$ cat src/rtl/mux_sched_pkg.sv
// rtl/mux_sched_pkg.sv - shared constants and state encoding for the round-robin mux scheduler
package mux_sched_pkg;

    localparam int N_CH  = 8;
    localparam int SEL_W = 3;

    typedef enum logic [1:0] {
        ST_IDLE = 2'd0,
        ST_HOLD = 2'd1,
        ST_GAP  = 2'd2
    } state_e;

endpackage

$ cat src/rtl/mux_8_1_rr_sched_rr_pick_8.sv
// rtl/mux_8_1_rr_sched_rr_pick_8.sv - combinational round-robin picker: first request after ptr, wrapping
module rr_pick_8
    import mux_sched_pkg::*;
(
    input  logic [N_CH-1:0]  req,
    input  logic [SEL_W-1:0] ptr,
    output logic             found,
    output logic [SEL_W-1:0] idx
);

    logic [SEL_W-1:0] cand;

    // Scan offsets from farthest to nearest so the nearest set bit after ptr wins;
    // offset N_CH wraps to ptr itself, giving the last-served channel lowest priority.
    always_comb begin
        found = 1'b0;
        idx   = ptr;
        cand  = '0;
        for (int k = N_CH; k >= 1; k--) begin
            cand = ptr + k[SEL_W-1:0];
            if (req[cand]) begin
                found = 1'b1;
                idx   = cand;
            end
        end
    end

endmodule

$ cat src/rtl/mux_8_1_rr_sched.sv
// rtl/mux_8_1_rr_sched.sv - round-robin 8:1 mux scheduler with break-before-make gap; MUX_SCHED_TIMEOUT_EN adds hold timeout
module mux_8_1_rr_sched
    import mux_sched_pkg::*;
#(
    parameter int HOLD_MAX = 16,
    parameter int CNT_W    = 5
) (
    input  logic             i_clk,
    input  logic             i_rst,
    input  logic             i_en,
    input  logic [N_CH-1:0]  i_req,
    input  logic             i_release,
    output logic [N_CH-1:0]  o_gnt,
    output logic [SEL_W-1:0] o_sel_code,
    output logic             o_mux_en,
    output logic             o_busy,
    output logic             o_timeout
);

    state_e           state_q, state_d;
    logic [SEL_W-1:0] ptr_q, ptr_d;
    logic [N_CH-1:0]  gnt_q, gnt_d;
    logic [SEL_W-1:0] sel_q, sel_d;
    logic             tmo_q, tmo_d;

    logic             pick_found;
    logic [SEL_W-1:0] pick_idx;
    logic             start_grant;
    logic             owner_req;
    logic             hold_expired;

    rr_pick_8 u_pick (
        .req   (i_req),
        .ptr   (ptr_q),
        .found (pick_found),
        .idx   (pick_idx)
    );

    assign start_grant = i_en & pick_found;
    assign owner_req   = i_req[sel_q];

`ifdef MUX_SCHED_TIMEOUT_EN
    logic [CNT_W-1:0] cnt_q, cnt_d;

    assign hold_expired = (state_q == ST_HOLD) && (cnt_q == CNT_W'(HOLD_MAX - 1));

    // Hold counter: cleared on every new grant, counts cycles spent in HOLD.
    always_comb begin
        cnt_d = cnt_q;
        if (state_q == ST_HOLD) begin
            cnt_d = cnt_q + 1'b1;
        end
        if ((state_q != ST_HOLD) && start_grant) begin
            cnt_d = '0;
        end
    end

    // Hold counter register.
    always_ff @(posedge i_clk) begin
        if (i_rst) begin
            cnt_q <= '0;
        end else begin
            cnt_q <= cnt_d;
        end
    end
`else
    logic unused_cfg;

    assign hold_expired = 1'b0;
    assign unused_cfg   = (HOLD_MAX > 0) && (CNT_W > 0);
`endif

    // Next-state: arbitrate in IDLE/GAP, watch for release/drop/expiry in HOLD.
    always_comb begin
        state_d = state_q;
        ptr_d   = ptr_q;
        gnt_d   = gnt_q;
        sel_d   = sel_q;
        tmo_d   = 1'b0;
        case (state_q)
            ST_IDLE, ST_GAP: begin
                if (start_grant) begin
                    state_d = ST_HOLD;
                    ptr_d   = pick_idx;
                    sel_d   = pick_idx;
                    gnt_d   = N_CH'(1) << pick_idx;
                end else begin
                    state_d = ST_IDLE;
                    gnt_d   = '0;
                end
            end
            ST_HOLD: begin
                if (i_release || !owner_req || hold_expired) begin
                    state_d = ST_GAP;
                    gnt_d   = '0;
                    tmo_d   = hold_expired & ~i_release;
                end
            end
            default: begin
                state_d = ST_IDLE;
                gnt_d   = '0;
            end
        endcase
    end

    // State, pointer and output registers; reset makes ch0 the first winner.
    always_ff @(posedge i_clk) begin
        if (i_rst) begin
            state_q <= ST_IDLE;
            ptr_q   <= SEL_W'(N_CH - 1);
            gnt_q   <= '0;
            sel_q   <= '0;
            tmo_q   <= 1'b0;
        end else begin
            state_q <= state_d;
            ptr_q   <= ptr_d;
            gnt_q   <= gnt_d;
            sel_q   <= sel_d;
            tmo_q   <= tmo_d;
        end
    end

    assign o_gnt      = gnt_q;
    assign o_sel_code = sel_q;
    assign o_mux_en   = (state_q == ST_HOLD);
    assign o_busy     = (state_q != ST_IDLE);
    assign o_timeout  = tmo_q;

endmodule
$ cat config.mk
export PLATFORM = sky130hd
export DESIGN_NAME = mux_8_1_rr_sched
export DESIGN_NICKNAME = d
export VERILOG_FILES = /design/src/rtl/mux_sched_pkg.sv /design/src/rtl/mux_8_1_rr_sched_rr_pick_8.sv /design/src/rtl/mux_8_1_rr_sched.sv
export SDC_FILE = /design/constraint.sdc
export NUM_CORES = 1
export LEC_CHECK = 0
export CAP_MARGIN = 20
export CORE_MARGIN = 5
export CORE_UTILIZATION = 30
export DETAILED_ROUTE_END_ITERATION = 10
export GPL_TIMING_DRIVEN = 1
export HOLD_SLACK_MARGIN = 0.12
export PLACE_DENSITY_LB_ADDON = 0.1
export SYNTH_ARGS = -nofsm -noshare
export SYNTH_HDL_FRONTEND = slang
export SYNTH_SLANG_ARGS = --single-unit
$ cat constraint.sdc
create_clock -name i_clk -period 10.14 [get_ports i_clk]
set_clock_uncertainty 0.2 [all_clocks]
set_input_delay 1.521 -clock i_clk [delete_from_list [all_inputs] [get_ports i_clk]]
set_output_delay 1.521 -clock i_clk [all_outputs]
set_load 0.005 [all_outputs]
=== Word level (Yosys, flattened, before mapping) ===
Index checks and enable logic that the tools add are counted.

* Muxes and demuxes: 39
* Eq/ne operators: 3
* $lt $le $gt $ge: 9
* Reductions and logical operators: 6
* $add $sub $neg: 7
* Shift operators: 1
* Bitwise operators: 1

{| class="wikitable"
|+ Operators by type and width
! operator !! count
|-
| $lt A3 B4 Y1 const B || 9
|-
| $bmux W1 S3 || 9
|-
| $mux W3 || 7
|-
| $mux W1 || 18
|-
| $mux W8 || 2
|-
| $pmux W8 S2 || 1
|-
| $add A3 B3 Y3 const B || 4
|-
| $shl A1 B3 Y8 const A || 1
|-
| $add A3 B2 Y3 const B || 2
|-
| $pmux W2 S2 || 1
|-
| $add A3 B1 Y3 const B || 1
|-
| $eq A2 B1 Y1 const B || 1
|-
| $eq A2 B2 Y1 const B || 1
|-
| $logic_not A2 Y1 || 1
|-
| $mux W2 || 1
|-
| $ne A2 B1 Y1 const B || 1
|-
| $reduce_and A2 Y1 || 1
|-
| $reduce_bool A2 Y1 || 1
|-
| $reduce_or A2 Y1 || 1
|-
| $and A1 B1 Y1 || 1
|-
| $logic_not A1 Y1 || 1
|-
| $logic_or A1 B1 Y1 || 1
|}

* Register bits after elaboration: 16
* Output and inout port bits: 14
* Logic and storage cells: 70
* Bits of input ports: 12

=== Depth between registers and ports, before layout ===
* Depth in word-level cells: 13
* Mapped depth: 12
* Mapped depth without buffers: 9

=== Cells and area by module ===
Synthesis repeated with hierarchy kept, for this count alone.

* Cell total of the unflattened synthesis: 163
* Area, all modules: 1485.2 um^2

{| class="wikitable"
|+ By module, submodules not included
! module !! times used !! cells an instance !! area an instance (um^2) !! seq. area each (um^2)
|-
| mux_8_1_rr_sched || 1 || 83 || 800.8 || 320.3
|-
| rr_pick_8 || 1 || 80 || 684.4 || 0.0
|}

=== Worst setup path before layout ===
Ideal clock, no wire load.

* Path kind: input to register
* Start: input i_req[2]
* End: register gnt_q[6], in the netlist o_gnt[6]
* Cell stages on the path: 8
* Required time: 9.873 ns
* Buffers on the path: 1
* Data arrival time: 3.450 ns
* Setup slack: 6.423 ns
* Library setup time: 0.067 ns
* Path through: buf_1 mux4_1 a32o_1 o22a_1 o221ai_1 nand3_1 or3_4 o21ai_2

* Cells in the longest elaborated chain, start to end: 13
* Elaborated cells on any way between the ends: 40
* Classes of those cells: 1 x eq/ne; 1 x shift; 35 x mux; 1 x bitwise; 2 x reduce/logical

{| class="wikitable"
|+ RTL lines
! what !! line !! RTL
|-
| from (decl) || mux_8_1_rr_sched.sv:11 || <nowiki>input logic [N_CH-1:0] i_req,</nowiki>
|-
| $bmux W1 S3 || mux_8_1_rr_sched_rr_pick_8.sv:21 || <nowiki>if (req[cand]) begin</nowiki>
|-
| $mux W1 (implied by the code) || mux_8_1_rr_sched_rr_pick_8.sv:21 ||
|-
| $mux W1 (8 in a row) || mux_8_1_rr_sched_rr_pick_8.sv:21 ||
|-
| $and A1 B1 Y1 || mux_8_1_rr_sched.sv:39 || <nowiki>assign start_grant = i_en & pick_found;</nowiki>
|-
| $mux W8 || mux_8_1_rr_sched.sv:82 || <nowiki>if (start_grant) begin</nowiki>
|-
| $pmux W8 S2 || mux_8_1_rr_sched.sv:80 || <nowiki>case (state_q)</nowiki>
|-
| to (signal assigned) || mux_8_1_rr_sched.sv:117 || <nowiki>gnt_q <= gnt_d;</nowiki>
|-
| to (decl) || mux_8_1_rr_sched.sv:22 || <nowiki>logic [N_CH-1:0] gnt_q, gnt_d;</nowiki>
|}

Parallel ways exist; a longest one is shown, timed or not. The select of a mux whose other input is x is not followed.
A chain may end at the register's enable or synchronous reset.

=== Worst setup path after layout ===
Same ends and word-level chain as after synthesis.

==> results.yml <==
status:
  status: "finished clean"
synthesis:
  synthDominantCellAreaShare_pct: 16.8
  synth.cells.most_frequent: "sky130_fd_sc_hd__nand2_1 (18), sky130_fd_sc_hd__dfxtp_1 (16), sky130_fd_sc_hd__mux2i_1 (15)"
  ys_seq_area_share_pct: 16.8
  post_synth_inst_count: 205
  synth.most_common_cell: "sky130_fd_sc_hd__nand2_1"
  synth_area_um2: 1910
  top_reg_cell_synth: "sky130_fd_sc_hd__dfxtp_1"
  synth-async-reset-ratio_pct: 0
  synth.yosys.warnings: 0
  synth.lib_cells_used.distinct: 59
  ranking_of_synthesized_cells_by_area: "sky130_fd_sc_hd__dfxtp_1 (17%), sky130_fd_sc_hd__mux4_2 (15%), sky130_fd_sc_hd__mux2i_1 (7.9%)"
  synth.avg_cell_area_um2: 9.30
  synth.largest_area_cell: "sky130_fd_sc_hd__dfxtp_1"
  synth_seq_cells: 16
  synth_fp_nets: 219
  synth_enable_flop_cells: 0
run:
  max_cap_violations: 0
worst_hold_path:
  min-delay-start: "o_gnt[4]$_SDFFE_PP0P_"
  timing.hold.worst_endpoint: "o_gnt[4]$_SDFFE_PP0P_"
  holdPathStages: 2
  worst_hold_class: "reg2reg"
placed_design:
  gp_routability_congestion: 0.769
  port_buffers: 24
  hpwlAfterDp_mm: 3.73
  place_ws_ps: 5580
  dpl-instance-area_um2: 2140
cts:
  clock_tree_from_tritoncts: "yes"
  cts.sinks: 16
  worstSkewPairLatency_ps: 240
  cts_hold_repair.buffers: 0
  cts_buffers: 3
  cts_buffer_depth: 2
  cts_resized: 0
  cts_post_setup_buffers_inserted: 0
  clock_tree.htree_level_count: 1
  cts-root-buf: "sky130_fd_sc_hd__clkbuf_8"
  clk_pin_slew_ps: 60
grt:
  pin_count_of_the_biggest_net_entering_global_routing: 30
  grt.total_usage_pct: 12.6
  initial_antenna_violation_count: 0
  global_route_wire_length_before_repair_mm: 8.60
  vias_in_the_first_global_route: 1645
  gr-total-overflow: 0
timing:
  setup-tns-final_ps: 0
  fmaxAchievable_mhz: 233
  report.final.hold_viol_count: 0
  post-route-worst-setup-slack_ps: 5840
  timing.final.setup_violations: 0
  fin_hold_ws_ps: 253
  minimum_clock_period_after_layout_ps: 4300
  count_of_final_max_slew_check_failures: 0
  min_period_over_period_pct: 42.4
  worst_slew_pin_slew_ps: 644
  maxSlewHeadroom_pct: 57.1
  rsz_0062_raised_after_global_routing: "no"
setup_path:
  required_ps: 10120
  rr_startpoint: "ptr_q[0]$_SDFFE_PP1P_"
  end_kind: "flop"
  cpLargestDelayFamily: "compound AO/OA/AOI/OAI gates"
  slowest_stage: "sky130_fd_sc_hd__mux4_1"
  cp_max_fo: 11
  worst-path-buf-inv: 1
  max_stage_delay_ps: 670
  crit-reg2reg-capture: "o_gnt[6]$_SDFFE_PP0P_"
  reg2regPathDepth: 10
  reg2reg_setup_slack_ps: 6140
  cells_along_the_critical_path: "clkdlybuf4s50_1 -> mux4_1 -> a32o_1 -> o22a_1 -> o221ai_1 -> nand3_1 -> or3_4 -> o21ai_2"
  class_of_the_most_critical_setup_path: "in2reg"
  timing.critical_path.arrival_ps: 4280
  cp-start-kind: "input pin"
power_and_ir_drop:
  cellLeakagePower_nw: 0.848
  power.density_cell_area_nw_per_um2: 270
  power.ir.vdd_worst_mv: 0.109
route:
  drc: 0
  drtAntennaViolNets: 0
  number_of_vias_after_detailed_routing: 1652
  drt_pass1_iterations: 4
  routed_wire_length_per_instance_um: 17.7
  detailedRoute.firstIterationViolations: 100
  routed_wirelength_mm: 5.16
  via_per_inst: 5.66
layout:
  diodes: 0
  drive_gt1_share_pct: 19.1
  multi_input_area_um2: 1430
  final_area_um2: 2200
  layout-area-overhead-vs-synth_pct: 15.3
  final-seq-area_um2: 320
  layout.nets: 230
  filler_cell_count: 629
floorplan:
  die_y_um: 89.7
  num_rows: 29
  ios: 26
  initial_utilization_pct: 30.4
  die-area_um2: 8050
  die_x_um: 89.7
  core_um2: 6280
## layer usage
layer | track usage [%] | vias up | share of wire (%)
met2 | 20.9 | 38 | 48
met5 | 0 | - | 0
met4 | 2.02 | 0 | 0.48
met3 | 1.92 | 2 | 4.2
met1 | 17.6 | 815 | 48
li1 | - | 797 | -
## stage by stage
| stage | instances | power, W | util (%) |
|---|---|---|---|
| 2_1_floorplan | 205 | 0.000444 | - |
| 3_3_place_gp | 288 | 0.000551 | 34.1 |
| 3_5_place_dp | 288 | 0.000540 | 34.1 |
| 4_1_cts | 292 | 0.000597 | 35.0 |
| 5_1_grt | 292 | 0.000643 | 35.0 |
| 6_report | 292 | 0.000593 | 35.0 |
## worst min-delay path: cells and delay by family, from the launching register on
family | cells | cell delay (ps)
AOI/OAI and AO/OA | 1 | 50
DFF | 1 | 310
and+or+nand+nor | 1 | 50
## sequential cells by signal, summed over array words and instances, names as in the netlist
signal / count
o_gnt: 8
o_sel_code: 3
ptr_q: 3
state_q: 2
## cell families (layout without fill, tap and decap cells)
kind of cell               Yosys count  after routing  share of synthesized area, %
other                                1              1                         0.197
adders and majority gates            2              2                          1.31
DFF                                 16             16                          16.8
muxes                               39             39                          33.8
AOI/OAI and AO/OA                   53             53                          20.6
xor gates and xnor gates             4              4                          3.22
buffers and inverters               31             41                          8.40
and+or+nand+nor                     59             59                          15.7
## cells in the final DEF, fill, tap and decap left out, drive strengths merged, types with 3 or more instances in the layout
master / count
inv: 8
mux2i: 15
or3: 3
a221oi: 4
mux2: 6
a21oi: 10
o21ai: 9
nor2: 13
dfxtp: 16
and3: 3
nand3: 3
o31ai: 3
clkdlybuf4s50: 24
mux4: 18
buf: 3
nand2b: 4
clkbuf: 4
nor2b: 5
a22o: 3
nand2: 18
## worst max-delay path by stage
stage / start / to / cells after the start
finish: i_req[2] / o_gnt[6]$_SDFFE_PP0P_ / 8
global route: i_req[1] / o_gnt[6]$_SDFFE_PP0P_ / 8
CTS: i_req[1] / o_gnt[6]$_SDFFE_PP0P_ / 8
detailed placement: i_req[1] / o_gnt[6]$_SDFFE_PP0P_ / 8
global placement: i_req[1] / o_gnt[6]$_SDFFE_PP0P_ / 8
floorplan: i_req[2] / o_gnt[6]$_SDFFE_PP0P_ / 8
## report_power, final
| part | switching [W] | internal [W] | leakage [nW] | total [W] |
|---|---|---|---|---|
| Sequential | 0.0000106 | 0.0000779 | 0.131 | 0.0000884 |
| Clock | 0.0000213 | 0.0000344 | 0.0288 | 0.0000557 |
| Combinational | 0.000239 | 0.000210 | 0.689 | 0.000449 |
## final cells by class
class | count | share of cell area (%)
inverters | 10 | 1.71
well taps | 77 | 4.38
repair buffers | 27 | 12.0
clock buffers | 4 | 2.50
multi-input cells | 158 | 64.9
flip-flops and latches | 16 | 14.6
No activity file was read; power rests on OpenSTA's default activity.
